**src/rtl/spi_target.sv**
```systemverilog
// spi_target: SPI mode-0 target byte engine with oversampled pins and a one-byte transmit holding buffer
module spi_target #(
    parameter int SYNC_STAGES = 2
) (
    input  logic       clk,
    input  logic       rst,
    input  logic       spi_sck,
    input  logic       spi_cs_n,
    input  logic       spi_mosi,
    output logic       spi_miso,
    output logic       spi_miso_oe,
    input  logic [7:0] txdata,
    input  logic       txload,
    output logic       txready,
    output logic [7:0] rxdata,
    output logic       rxvalid,
    output logic       selected,
    output logic       tx_underrun
);
    typedef enum logic {IDLE, ACTIVE} state_t;

    // A selection needs cs_n seen high for this many consecutive cycles, so the
    // idle level forced into the synchronizer by reset cannot fake a falling edge.
    localparam logic [2:0] ARM_CNT = 3'(SYNC_STAGES + 1);

    logic [SYNC_STAGES-1:0] sck_sync_q, cs_sync_q, mosi_sync_q;
    logic                   sck_hist_q, cs_hist_q;
    logic [2:0]             cs_hi_q, cs_hi_d;
    state_t                 state_q, state_d;
    logic [2:0]             bitcnt_q, bitcnt_d;
    logic                   bnd_q, bnd_d;
    logic [7:0]             txshift_q, txshift_d;
    logic [7:0]             rxshift_q, rxshift_d;
    logic [7:0]             rxdata_q, rxdata_d;
    logic [7:0]             buf_q, buf_d;
    logic                   buf_full_q, buf_full_d;
    logic                   rxvalid_q, rxvalid_d;
    logic                   underrun_q, underrun_d;

    logic sck_s, cs_s, mosi_s;
    logic enter, leave, act, sck_rise, sck_fall, load;

    assign sck_s    = sck_sync_q[SYNC_STAGES-1];
    assign cs_s     = cs_sync_q[SYNC_STAGES-1];
    assign mosi_s   = mosi_sync_q[SYNC_STAGES-1];
    assign enter    = (state_q == IDLE) && (state_d == ACTIVE);
    assign leave    = (state_q == ACTIVE) && cs_s;
    assign act      = (state_q == ACTIVE) && !cs_s;
    assign sck_rise = act && sck_s && !sck_hist_q;
    assign sck_fall = act && !sck_s && sck_hist_q;
    assign load     = enter || (sck_fall && bnd_q);
    assign cs_hi_d  = cs_s ? ((cs_hi_q == ARM_CNT) ? cs_hi_q : cs_hi_q + 3'd1) : 3'd0;

    // Pin synchronizers, edge-detect history and the cs_n-high arming counter
    always_ff @(posedge clk) begin
        if (rst) begin
            sck_sync_q  <= '0;
            cs_sync_q   <= '1;
            mosi_sync_q <= '0;
            sck_hist_q  <= 1'b0;
            cs_hist_q   <= 1'b1;
            cs_hi_q     <= 3'd0;
        end else begin
            sck_sync_q  <= {sck_sync_q[SYNC_STAGES-2:0], spi_sck};
            cs_sync_q   <= {cs_sync_q[SYNC_STAGES-2:0], spi_cs_n};
            mosi_sync_q <= {mosi_sync_q[SYNC_STAGES-2:0], spi_mosi};
            sck_hist_q  <= sck_s;
            cs_hist_q   <= cs_s;
            cs_hi_q     <= cs_hi_d;
        end
    end

    // Selection state register
    always_ff @(posedge clk) begin
        if (rst) state_q <= IDLE;
        else     state_q <= state_d;
    end

    // Select on an armed synchronized cs_n fall, deselect as soon as cs_n reads high
    always_comb begin
        state_d = (state_q == IDLE) ? ((!cs_s && cs_hi_q == ARM_CNT) ? ACTIVE : IDLE)
                                    : (cs_s ? IDLE : ACTIVE);
    end

    // Pin and status outputs derived from state and registers
    always_comb begin
        selected    = (state_q == ACTIVE);
        spi_miso_oe = (state_q == ACTIVE);
        spi_miso    = txshift_q[7];
        txready     = !buf_full_q;
        rxdata      = rxdata_q;
        rxvalid     = rxvalid_q;
        tx_underrun = underrun_q;
    end

    // Shift, bit-count, holding-buffer and byte-boundary next state
    always_comb begin
        bitcnt_d   = bitcnt_q;
        bnd_d      = bnd_q;
        txshift_d  = txshift_q;
        rxshift_d  = rxshift_q;
        rxdata_d   = rxdata_q;
        buf_d      = buf_q;
        buf_full_d = buf_full_q;
        rxvalid_d  = 1'b0;
        underrun_d = 1'b0;
        if (txload && !buf_full_q && !load) begin
            buf_d      = txdata;
            buf_full_d = 1'b1;
        end
        if (load) begin
            txshift_d  = buf_full_q ? buf_q : (txload ? txdata : 8'hFF);
            underrun_d = !buf_full_q && !txload;
            buf_full_d = 1'b0;
            bnd_d      = 1'b0;
            bitcnt_d   = 3'd0;
        end else if (sck_fall && bitcnt_q != 3'd0) begin
            txshift_d = {txshift_q[6:0], 1'b1};
        end
        if (sck_rise) begin
            rxshift_d = {rxshift_q[6:0], mosi_s};
            bitcnt_d  = bitcnt_q + 3'd1;
            if (bitcnt_q == 3'd7) begin
                rxdata_d  = {rxshift_q[6:0], mosi_s};
                rxvalid_d = 1'b1;
                bnd_d     = 1'b1;
            end
        end
        if (leave) begin
            bitcnt_d  = 3'd0;
            bnd_d     = 1'b0;
            txshift_d = 8'hFF;
            rxshift_d = 8'h00;
        end
    end

    // Datapath registers
    always_ff @(posedge clk) begin
        if (rst) begin
            bitcnt_q   <= 3'd0;
            bnd_q      <= 1'b0;
            txshift_q  <= 8'hFF;
            rxshift_q  <= 8'h00;
            rxdata_q   <= 8'h00;
            buf_q      <= 8'h00;
            buf_full_q <= 1'b0;
            rxvalid_q  <= 1'b0;
            underrun_q <= 1'b0;
        end else begin
            bitcnt_q   <= bitcnt_d;
            bnd_q      <= bnd_d;
            txshift_q  <= txshift_d;
            rxshift_q  <= rxshift_d;
            rxdata_q   <= rxdata_d;
            buf_q      <= buf_d;
            buf_full_q <= buf_full_d;
            rxvalid_q  <= rxvalid_d;
            underrun_q <= underrun_d;
        end
    end
endmodule

```
**config.mk**
```make
export PLATFORM = sky130hd
export DESIGN_NAME = spi_target
export DESIGN_NICKNAME = d
export VERILOG_FILES = /design/src/rtl/spi_target.sv
export SDC_FILE = /design/constraint.sdc
export NUM_CORES = 1
export LEC_CHECK = 0
export BUFFER_PORTS_ARGS = -buffer_cell sky130_fd_sc_hd__buf_2
export CORE_AREA = 4 4 66 68
export DETAILED_ROUTE_END_ITERATION = 8
export DIE_AREA = 0 0 70 72
export MAX_ROUTING_LAYER = met4
export PLACE_DENSITY = 0.75
export SYNTH_ARGS = -nofsm -noshare
export SYNTH_HDL_FRONTEND = slang
export SYNTH_SLANG_ARGS = --single-unit
export TNS_END_PERCENT = 10
```
**constraint.sdc**
```tcl
create_clock -name clk -period 2.2 [get_ports clk]
set_input_delay 0.44 -clock clk [delete_from_list [all_inputs] [get_ports clk]]
set_output_delay 0.44 -clock clk [all_outputs]
set_load 0.005 [all_outputs]
```
== Yosys cells after proc, flatten, opt, wreduce, memory -nomap -nowiden ==
Cells that the tools add are included.
Storage, ports and cells
  output and inout port bits: 14
  bits of input ports: 14
  flip-flop bits (word level): 49
Operators by class
  equal/unequal tests: 2
  muxes and demuxes: 13
  reduce and logical (&&, ||, !) cells: 29
  bitwise gates (word level): 4
  add/sub/neg operators: 2
Operators by type and width (number)
  $mux 8: 4
  $logic_and 1x1->1: 13
  $reduce_or 2->1: 5
  $mux 1: 7
  $add 3x1->3 const B: 2
  $logic_not 1->1: 6
  $mux 3: 2
  $not 1->1: 4
  $reduce_bool 2->1: 2
  $eq 3x2->1 const B: 1
  $eq 3x3->1 const B: 1
  $reduce_bool 3->1: 1
  $reduce_and 2->1: 1
  $logic_or 1x1->1: 1

== Depth between registers and ports, before layout ==
Gate-level depths: netlist of the first run.
  word-level depth: 9
  mapped depth: 7
  depth with buffers taken out: 6

== Worst setup path after synthesis of the first run ==
Ideal clock, no wire load.
  path kind: register -> register
  start: reg cs_hi_q[0]
  end: reg buf_q[0]
  period minus slack after synthesis: 1588 ps
  arrival: 1470 ps
  buffers on the path: 1
  stages on the path, launching flop included: 8
  setup slack: 612 ps
  library setup time: 119 ps
  cells stage by stage: dfxtp_1 > ha_1 > ha_1 > nand2b_1 > a21o_2 > and3_4 > buf_6 > mux2i_1
Between the ends
  word-level cells in the longest chain between the ends: 8
Ends and longest elaborated chain
  start: declaration: line 28  | logic [2:0] cs_hi_q, cs_hi_d;
  start signal: assignment: line 69  | cs_hi_q <= cs_hi_d;
  $eq 3x2->1: line 81  | state_d = (state_q == IDLE) ? ((!cs_s && cs_hi_q == ARM_CNT) ? ACTIVE : IDLE)
  $logic_and 1x1->1: line 81
  $mux 1 (2 in series): line 81
  $logic_and 1x1->1: line 46  | assign enter = (state_q == IDLE) && (state_d == ACTIVE);
  $logic_or 1x1->1: line 51  | assign load = enter || (sck_fall && bnd_q);
  $logic_not 1->1: line 107  | if (txload && !buf_full_q && !load) begin
  $logic_and 1x1->1: line 107
  end signal: assignment: line 155  | buf_q <= buf_d;
  end: declaration: line 35  | logic [7:0] buf_q, buf_d;
No other way between the ends.
A chain may end at the register's enable or synchronous reset.

== Final worst setup path of the first run ==
  start: reg buf_full_q
  end: out txready
Between the ends
  word-level cells in the longest chain between the ends: 1
Ends and longest elaborated chain
  start: declaration: line 36  | logic buf_full_q, buf_full_d;
  start signal: assignment: line 156  | buf_full_q <= buf_full_d;
  $logic_not 1->1: line 90  | txready = !buf_full_q;
  end: declaration: line 14  | output logic txready,
No other way between the ends.

==> results.tsv, run 1 <==
metric	value	unit
grt_first_pass_wirelength	6160	um
timing.critical_path.slowest_cell_delay	0.54	ns
transition_time_of_the_tightest_slew_check_pin	0.560	ns
setup_slack	0.344	ns
tritoncts_sinks	49	
hold_violations	0	
kind_of_start_point_of_the_critical_path	flop	
cts_tree	built	
fmaxAchievable	539	MHz
slew_headroom	0.626	
p_leak	0.959	nW
cts-buffers-inserted	5	
run_status	finished, final reports clean	
num_vias	1496	
sequential_element_share_of_the_synthesized_area	0.482	
dpl.hpwl	2370	um
period_share	0.844	
io_pins	28	
final_net_count	268	
met1Wirelength	1670	um
met2RoutedLength	1600	um
ys_types	31	
numPortBuffers	27	
synth.net_count	246	
cts-hold-fix-buffers	0	
min_path_type	primary input to flop	
whs	0.321	ns
post_cts.resized_instances	0	
core_area	3860	um^2
crit_path_cell_trace	clkinv_1, buf_2	
wl_per_cell	11.6	um
cp.arrival	1.42	ns
mostFrequentLayoutCell	dfxtp_1	
critical_path_peak_fanout	11	
top_cell_type_s_share_of_synthesized_area	0.482	
placed_area	2190	um^2
remaining_drc_errors	0	
post_layout_minimum_cycle_time	1.86	ns
drive_gt1_frac	0.172	
syn_to_final_growth	13.2	%
clock-skew-final	0.00272	ns
cellPowerDensity	735	nW/um^2
ctsHtreeMaxLevel	2	
clk_transition_reported_paths	0.08	ns
avgViaCountPerCell	4.99	
globalRoute.totalOverflow	0	
floorplan.die.width	70	um
insertion_delay	0.30	ns
initial_antenna_violation_count	0	
grt_start_max_net_pins	37	
drt_pass1_iterations	6	
yosys_register_bits	49	
die_h	72	um
drv.max_cap_violation_count	0	
met3RoutedLength	159	um
cts_buffer_depth	2	
synth_largest_area_cell	dfxtp_1	
stdcell_area	2300	um^2
endpoint_kind	output pin	
timing.setup.critical_path_class	flop to output pin	
insertedDiodeCount	0	
dieArea	5040	um^2
dr.max_layer_used	met4	
pre_cts_ws	0.526	ns
synth_area_leaders	dfxtp_1 (48%), mux2i_1 (7.9%), a21oi_1 (6.9%)	
synth.avg_cell_area	8.96	um^2
final_cell_mix	dfxtp_1 (49), a21oi_1 (28), buf_2 (27)	
rows	23	
first_global_vias	1378	
final_core_util	0.597	
critPathSlowestCell	dfxtp_1	
cts_root_buffer	clkbuf_8	
syn-cell-area	2030	um^2
grt_setup_unrepaired	false	
final-setup-viol-count	0	
globalplace.congestion	0.747	
setup_tns	0	ns
wirelength	3490	um
cts.repair_timing.setup_buffer_count	0	
number_of_pins_exceeding_their_max_slew_limit_in_the_final_report	0	
yosysWarningCount	0	
ir_worst_vdd	0.000423	V
crit_required	1.76	ns
fill_cells	363	
post_synthesis_cells	227	
grtUsageTotal	0.159	
start_util	0.528	
drtIter0Drc	85	
route.antenna.remaining_nets	0	
[per-layer routing]
layer  vias to the layer above  global-route usage
met1                       654               0.199
met2                        29               0.235
met5                         -                   -
li1                        807                   -
met4                         0              0.0830
met3                         6              0.0416
[layout make-up]
| type | count | area, um^2 | area share |
|---|---|---|---|
| inverters | 5 | 18.8 | 0.00815 |
| repair buffers | 30 | 158 | 0.0685 |
| flip-flops and latches | 49 | 981 | 0.426 |
| clock inverters | 1 | 30.0 | 0.0130 |
| multi-input cells | 158 | 966 | 0.420 |
| well taps | 50 | 62.6 | 0.0272 |
| clock buffers | 7 | 86.3 | 0.0375 |
[worst max-delay path, delay by kind of cell, from the launching register on]
family | cells | cell delay, ns
flops | 1 | 0.54
buf+inv | 2 | 0.58
[Yosys cell counts (all sizes together)]
cell type   n
and3        1
buf         7
a2bb2oi     7
nand4bb     1
clkbuf      8
nand2b     18
xor2        1
a21o        3
nor2       18
nand4b      1
nor3b       1
or2         2
o21ai       9
a21oi      28
nor4bb      2
dfxtp      49
nand3b      1
nand3      10
nor2b       5
nor4        1
inv         4
nor3        2
mux2i      16
ha          5
clkinv      1
nand2      26
[worst paths after layout]
path | startpoint | end | slack (ns) | cells after the start
worst max-delay path | buf_full_q | txready | 0.34 | 2
worst min-delay path | spi_cs_n | cs_sync_q[0] | 0.32 | 2
worst max register to register | cs_hi_q[0] | buf_q[0] | 0.52 | 6
worst min register to register | cs_sync_q[0] | cs_sync_q[1] | 0.41 | 1
[state kept, by name (all words and copies together) (netlist names)]
name / cells
bitcnt_q: 3
sck_hist_q: 1
txshift_q: 8
cs_sync_q: 2
buf_full_q: 1
rxdata: 8
buf_q: 8
mosi_sync_q: 2
sck_sync_q: 2
tx_underrun: 1
cs_hi_q: 3
rxvalid: 1
rxshift_q: 7
bnd_q: 1
selected: 1
[logic make-up after synthesis]
group | synth area share
AO/OA/AOI/OAI | 0.135
adder cells (fa/ha/maj) | 0.0308
AND/OR/NAND/NOR | 0.223
multiplexers | 0.0787
XOR/XNOR | 0.00431
flip-flops | 0.482
buffers and inverters | 0.0461
[power by group]
| part | total [W] | leakage, nW | internal, W | switching (W) |
|---|---|---|---|---|
| combinational | 0.000119 | 0.502 | 0.0000589 | 0.0000601 |
| sequential | 0.000928 | 0.399 | 0.000911 | 0.0000170 |
| clock | 0.000646 | 0.0585 | 0.000370 | 0.000275 |
| total | 0.00169 | 0.959 | 0.00134 | 0.000353 |
[per-stage QoR]
stage,std cells,total power (W)
finish,300,0.00169
global route,300,0.00176
CTS,300,0.00171
detailed placement,292,0.00107
global placement,292,0.00106
floorplan,227,0.00104
Power figures use the tool's default switching activity.
==> run 2: changes to the inputs <==
Settings changed: CORE_AREA 4 4 66 68 to 4 4 69 71, DIE_AREA 0 0 70 72 to 0 0 73 75, PLACE_DENSITY 0.75 to 0.72.
Clock period 2.2 ns to 1.67 ns, I/O delays scaled along.
==> run 2 against run 1 <==
Sequential power increased by 31%. Count of clock-buffer cells in the layout shrank 2. Critical path depth rose by 4. Core utilization down 3.9 points. Setup slack got worse by 0.21 ns. Highest routed layer unchanged. Cell area grew 2.6%. First-iteration DRC count is 7.1% lower. Largest cell class unchanged. Total power is 33% higher. Non-clock buffer count increased by 7. Sequential cell count unchanged. Cell count up 3.0%.
==> results.tsv, run 2 (synthesis gave the netlist of run 1 again) <==
metric	value	unit	change
run_status	finished, final reports clean		
fmaxAchievable	649	MHz	
final_cell_mix	dfxtp_1 (49), a21oi_1 (28), buf_2 (27)		
final_net_count	275		+2.6%
most_frequent_cell_on_critical_path	ha_1		
grtUsageTotal	0.149		-0.00918
tritoncts_sinks	49		unchanged
transition_time_of_the_tightest_slew_check_pin	0.509	ns	-0.0513 ns
slew_headroom	0.660		+0.0341
dieArea	5480	um^2	+8.6%
rows	24		+4.3%
cp.arrival	1.77	ns	+0.35 ns
globalplace.congestion	0.708		-5.3%
route.antenna.remaining_nets	0		unchanged
num_vias	1540		+2.9%
avgViaCountPerCell	4.98		about the same
cts_tree	built		
remaining_drc_errors	0		unchanged
clk_transition_reported_paths	0.09	ns	about the same
die_h	75	um	+4.2%
crit_path_cell_trace	ha_1, ha_1, nand2b_1, a21o_4, and3_4, mux2i_1		
numPlacedInstances	301		+3.1%
grt_start_max_net_pins	17		-54%
cts-buffers-inserted	5		unchanged
ir_worst_vdd	0.000530	V	+25%
final-setup-viol-count	0		unchanged
critical_path_peak_fanout	8		-3
numPortBuffers	27		unchanged
ctsHtreeMaxLevel	2		unchanged
number_of_pins_exceeding_their_max_slew_limit_in_the_final_report	0		unchanged
insertedDiodeCount	0		unchanged
wl_per_cell	11.8	um	+1.4%
timing.critical_path.slowest_cell_delay	0.33	ns	-0.21 ns
cellPowerDensity	951	nW/um^2	+29%
cts_buffer_depth	2		unchanged
floorplan.die.width	73	um	+4.3%
initial_antenna_violation_count	0		unchanged
setup_tns	0	ns	unchanged
syn_to_final_growth	16.1	%	
globalRoute.totalOverflow	0		unchanged
timing.setup.critical_path_class	flop to flop		
hold_violations	0		unchanged
crit_required	1.90	ns	+0.14 ns
critPathSlowestCell	dfxtp_1		
min_path_type	primary input to flop		
grt_first_pass_wirelength	6200	um	+0.68%
io_pins	28		unchanged
start_util	0.480		-0.0471
drv.max_cap_violation_count	0		unchanged
drt_pass1_iterations	4		-2
cts.repair_timing.setup_buffer_count	0		unchanged
wirelength	3640	um	+4.4%
period_share	0.923		
first_global_vias	1399		+1.5%
post_layout_minimum_cycle_time	1.54	ns	
core_area	4230	um^2	+9.8%
p_leak	0.991	nW	+3.4%
dpl.hpwl	2610	um	+10%
post_layout_nonfiller_instances	309		+3.0%
mostFrequentLayoutCell	dfxtp_1		
clock-skew-final	0.0135	ns	+0.0108 ns
grt_setup_unrepaired	false		
cts_root_buffer	clkbuf_8		
drtIter0Drc	79		-7.1%
kind_of_start_point_of_the_critical_path	flop		
endpoint_kind	flop		
drive_gt1_frac	0.198		+0.0264
insertion_delay	0.31	ns	about the same
==> run 2: changes by cell type in the layout (fill, tap and decap cells not counted), sizes merged <==
cell / delta
clkinv: +1
clkbuf: -2
clkinvlp: +1
buf: +7
==> run 2: worst paths after layout <==
kind                      from           end  slack (ns)  cells past startpoint
setup / recovery    cs_hi_q[0]      buf_q[2]        0.13                      6
hold / removal        spi_cs_n  cs_sync_q[0]        0.21                      2
setup reg to reg    cs_hi_q[0]      buf_q[2]        0.13                      6
hold reg to reg   cs_sync_q[0]  cs_sync_q[1]        0.42                      1
==> run 2: timing repair <==
item,4_1_cts,5_1_grt
hold buffers,0,0
resized for setup,0,1
endpoints found under the setup margin,0,1
hold endpoints to repair,0,0
==> run 2: critical path: cells and delay by family (launching register included) <==
kind            cells  cell delay [ns]
fa+ha+maj           2             0.38
compound gates      1             0.17
simple gates        2             0.40
flops               1             0.33
mux                 1             0.20
==> run 2: area by class of cell <==
class	instances	area [um^2]
fill	398	1870
sequential	49	981
multi-input combinational	158	972
timing repair buffer	37	210
clock buffer	5	68.8
tap	52	65.1
clock inverter	3	46.3
inverter	5	18.8
==> run 2: power breakdown <==
group / leakage (nW) / internal (W) / switching, W
logic: 0.538 / 0.0000859 / 0.0000874
registers: 0.399 / 0.00120 / 0.0000171
clock network: 0.0543 / 0.000449 / 0.000407
==> run 2: metal layers <==
layer | vias up | share of wire | track usage | wire [um]
li1 | 824 | - | - | -
met5 | - | 0 | - | 0
met3 | 5 | 0.047 | 0.0401 | 172
met2 | 32 | 0.46 | 0.239 | 1670
met1 | 679 | 0.48 | 0.182 | 1760
met4 | 0 | 0.012 | 0.0492 | 42
==> run 2: stage by stage <==
stage          worst slack (ns)  utilization  hold slack, ns  area [um^2]  total power (W)
6_report                  0.129        0.558           0.211         2360          0.00225
5_1_grt                  0.0110        0.558           0.200         2360          0.00235
4_1_cts                  0.0869        0.556           0.200         2360          0.00227
3_5_place_dp              0.105        0.529           0.400         2240          0.00142
3_3_place_gp              0.160        0.529           0.397         2240          0.00141
2_1_floorplan            0.0815            -           0.389         2030          0.00137
==> run 3: changes to the inputs <==
Settings changed: CORE_AREA 4 4 69 71 to 4 4 66 68, DIE_AREA 0 0 73 75 to 0 0 70 72, PLACE_DENSITY 0.72 to 0.75.
Clock period 1.67 ns to 1.55 ns, I/O delays scaled along.
==> run 3 against run 2 <==
Wire length shrank 0.77%. Sequential cell count is the same. Cell area grew 0.74%. Total power shrank 0.48%. Setup slack lost 0.036 ns. First-iteration DRC count grew 10%. Sequential share of layout area shrank 0.20 points. Count of clock-buffer cells in the layout grew 1. Global-route usage grew 1.2 points. Via count grew 0.78%. Non-clock buffer count shrank 1. Critical endpoint unchanged. Largest power group unchanged. Highest routed layer unchanged.
==> results.tsv, run 3 (synthesis gave the netlist of run 1 again) <==
metric	value	unit	change
run_status	finished, final reports clean		
pre_cts_ws	0.0419	ns	-0.0629 ns
drtIter0Drc	87		+10%
clk_transition_reported_paths	0.09	ns	about the same
drv.max_cap_violation_count	0		unchanged
grt_start_max_net_pins	37		+20
fmaxAchievable	686	MHz	+5.8%
final_net_count	274		-0.36%
floorplan.die.width	70	um	-4.1%
ctsHtreeMaxLevel	2		unchanged
numPortBuffers	27		unchanged
final-setup-viol-count	0		unchanged
drive_gt1_frac	0.219		+0.0203
whs	0.195	ns	-0.0154 ns
syn_to_final_growth	17.0	%	
period_share	0.940		+0.0173
critical_path_peak_fanout	8		unchanged
p_leak	0.976	nW	-1.5%
final_cell_mix	dfxtp_1 (47), buf_2 (28), a21oi_1 (27)		
drt_pass1_iterations	4		unchanged
met2RoutedLength	1700	um	+1.9%
crit_path_cell_trace	ha_2, ha_4, nand2b_4, a21o_2, and3_4, mux2i_1		
cts_tree	built		
power.share.clock	0.325		-0.056
setup_tns	0	ns	unchanged
cellPowerDensity	939	nW/um^2	-1.2%
transition_time_of_the_tightest_slew_check_pin	0.361	ns	-0.148 ns
grt_setup_unrepaired	false		
core_area	3860	um^2	-8.9%
wl_per_cell	11.8	um	+0.20%
rows	23		-4.2%
power.share.sequential	0.588		+0.046
number_of_pins_exceeding_their_max_slew_limit_in_the_final_report	0		unchanged
mostFrequentLayoutCell	dfxtp_1		
fill_cells	355		-11%
grt_first_pass_wirelength	6450	um	+4.0%
insertion_delay	0.30	ns	about the same
tritoncts_sinks	49		unchanged
crit_required	1.79	ns	-0.11 ns
cts_buffer_depth	2		unchanged
initial_antenna_violation_count	0		unchanged
min_path_type	primary input to flop		
remaining_drc_errors	0		unchanged
kind_of_start_point_of_the_critical_path	flop		
hold_violations	0		unchanged
power_frac_comb	0.087		+0.010
dpl.hpwl	2470	um	-5.3%
timing.setup.critical_path_class	flop to flop		
cp.arrival	1.69	ns	-0.08 ns
globalplace.congestion	0.734		+3.6%
setup_slack	0.0929	ns	-0.0361 ns
insertedDiodeCount	0		unchanged
num_vias	1552		+0.78%
met1Wirelength	1710	um	-3.0%
cts_root_buffer	clkbuf_8		
critPathSlowestCell	dfxtp_2		
timing.critical_path.slowest_cell_delay	0.33	ns	about the same
power_report.internal_total	0.00171	W	-1.5%
multiInputGateArea	1010	um^2	+4.4%
dieArea	5040	um^2	-7.9%
endpoint_kind	flop		
stdcell_area	2380	um^2	+0.74%
ir_worst_vdd	0.000800	V	+51%
register_area	983	um^2	+0.26%
regToRegEndpoint	buf_q[2]		
placed_area	2250	um^2	+0.34%
clock-skew-final	0.0109	ns	-0.00260 ns
wirelength	3610	um	-0.77%
grtUsageTotal	0.162		+0.0124
dr.max_layer_used	met4		
avgViaCountPerCell	5.07		+1.8%
globalRoute.totalOverflow	0		unchanged
die_h	72	um	-4.0%
min_to	cs_sync_q[0]		
io_pins	28		unchanged
cts-buffers-inserted	5		unchanged
power.share.switching	0.235		+0.00764
worstRegToRegCells	6		unchanged
holdCritStartpoint	spi_cs_n		
slew_headroom	0.759		+0.0983
regToRegSetupSlack	0.09	ns	-0.04 ns
route.antenna.remaining_nets	0		unchanged
switching_power	0.000526	W	+2.9%
depth_of_the_worst_hold_timing_path	2		unchanged
startpoint_of_the_worst_slack_reg_to_reg_timing_path	cs_hi_q[0]		
first_global_vias	1491		+6.6%
start_util	0.528		+0.0471
post_layout_minimum_cycle_time	1.46	ns	-0.0839 ns
cts.repair_timing.setup_buffer_count	0		unchanged
met3RoutedLength	158	um	-8.1%
[run 3: final cells by class]
type                       count  area share
timing repair buffer          36      0.0894
inverter                       5     0.00789
sequential                    49       0.413
clock inverter                 2     0.00631
multi-input combinational    158       0.426
tap                           50      0.0263
clock buffer                   6      0.0305
[run 3: power groups by stage]
| stage | clock [W] | sequential (W) | combinational (W) |
|---|---|---|---|
| 2_1_floorplan | 0 | 0.00134 | 0.000139 |
| 3_3_place_gp | 0 | 0.00134 | 0.000185 |
| 3_5_place_dp | 0 | 0.00134 | 0.000188 |
| 4_1_cts | 0.000757 | 0.00131 | 0.000189 |
| 5_1_grt | 0.000817 | 0.00132 | 0.000220 |
| 6_report | 0.000728 | 0.00131 | 0.000193 |
[run 3: per-layer routing]
| layer | GRT usage | vias to the layer above |
|---|---|---|
| met3 | 0.0471 | 5 |
| met5 | - | - |
| met2 | 0.265 | 26 |
| met4 | 0.0511 | 0 |
| li1 | - | 822 |
| met1 | 0.193 | 699 |
[run 3: worst max-delay path, delay by kind of cell, from the launching register on]
kind	cells	cell delay, ns
AND/OR/NAND/NOR	2	0.35
AO/OA/AOI/OAI	1	0.13
multiplexers	1	0.21
flip-flops	1	0.33
adder cells (fa/ha/maj)	2	0.38
[run 3: how the worst max path moves through the flow]
stage	startpoint	end	cells past startpoint
2_1_floorplan	cs_hi_q[0]	buf_q[0]	7
6_report	cs_hi_q[0]	buf_q[2]	6
4_1_cts	cs_hi_q[0]	buf_q[2]	6
3_5_place_dp	cs_hi_q[0]	buf_q[2]	6
5_1_grt	cs_hi_q[0]	buf_q[1]	6
3_3_place_gp	cs_hi_q[0]	buf_q[7]	6
[run 3: repair_timing]
action | 4_1_cts | 5_1_grt
resized for setup | 0 | 9
hold endpoints to repair | 0 | 0
hold buffers | 0 | 0
endpoints found under the setup margin | 0 | 15
[run 3: per-stage QoR]
step	cells	total power, W	utilization
2_1_floorplan	227	0.00148	-
3_3_place_gp	297	0.00153	0.583
3_5_place_dp	297	0.00153	0.583
4_1_cts	305	0.00226	0.606
5_1_grt	306	0.00236	0.617
6_report	306	0.00224	0.617
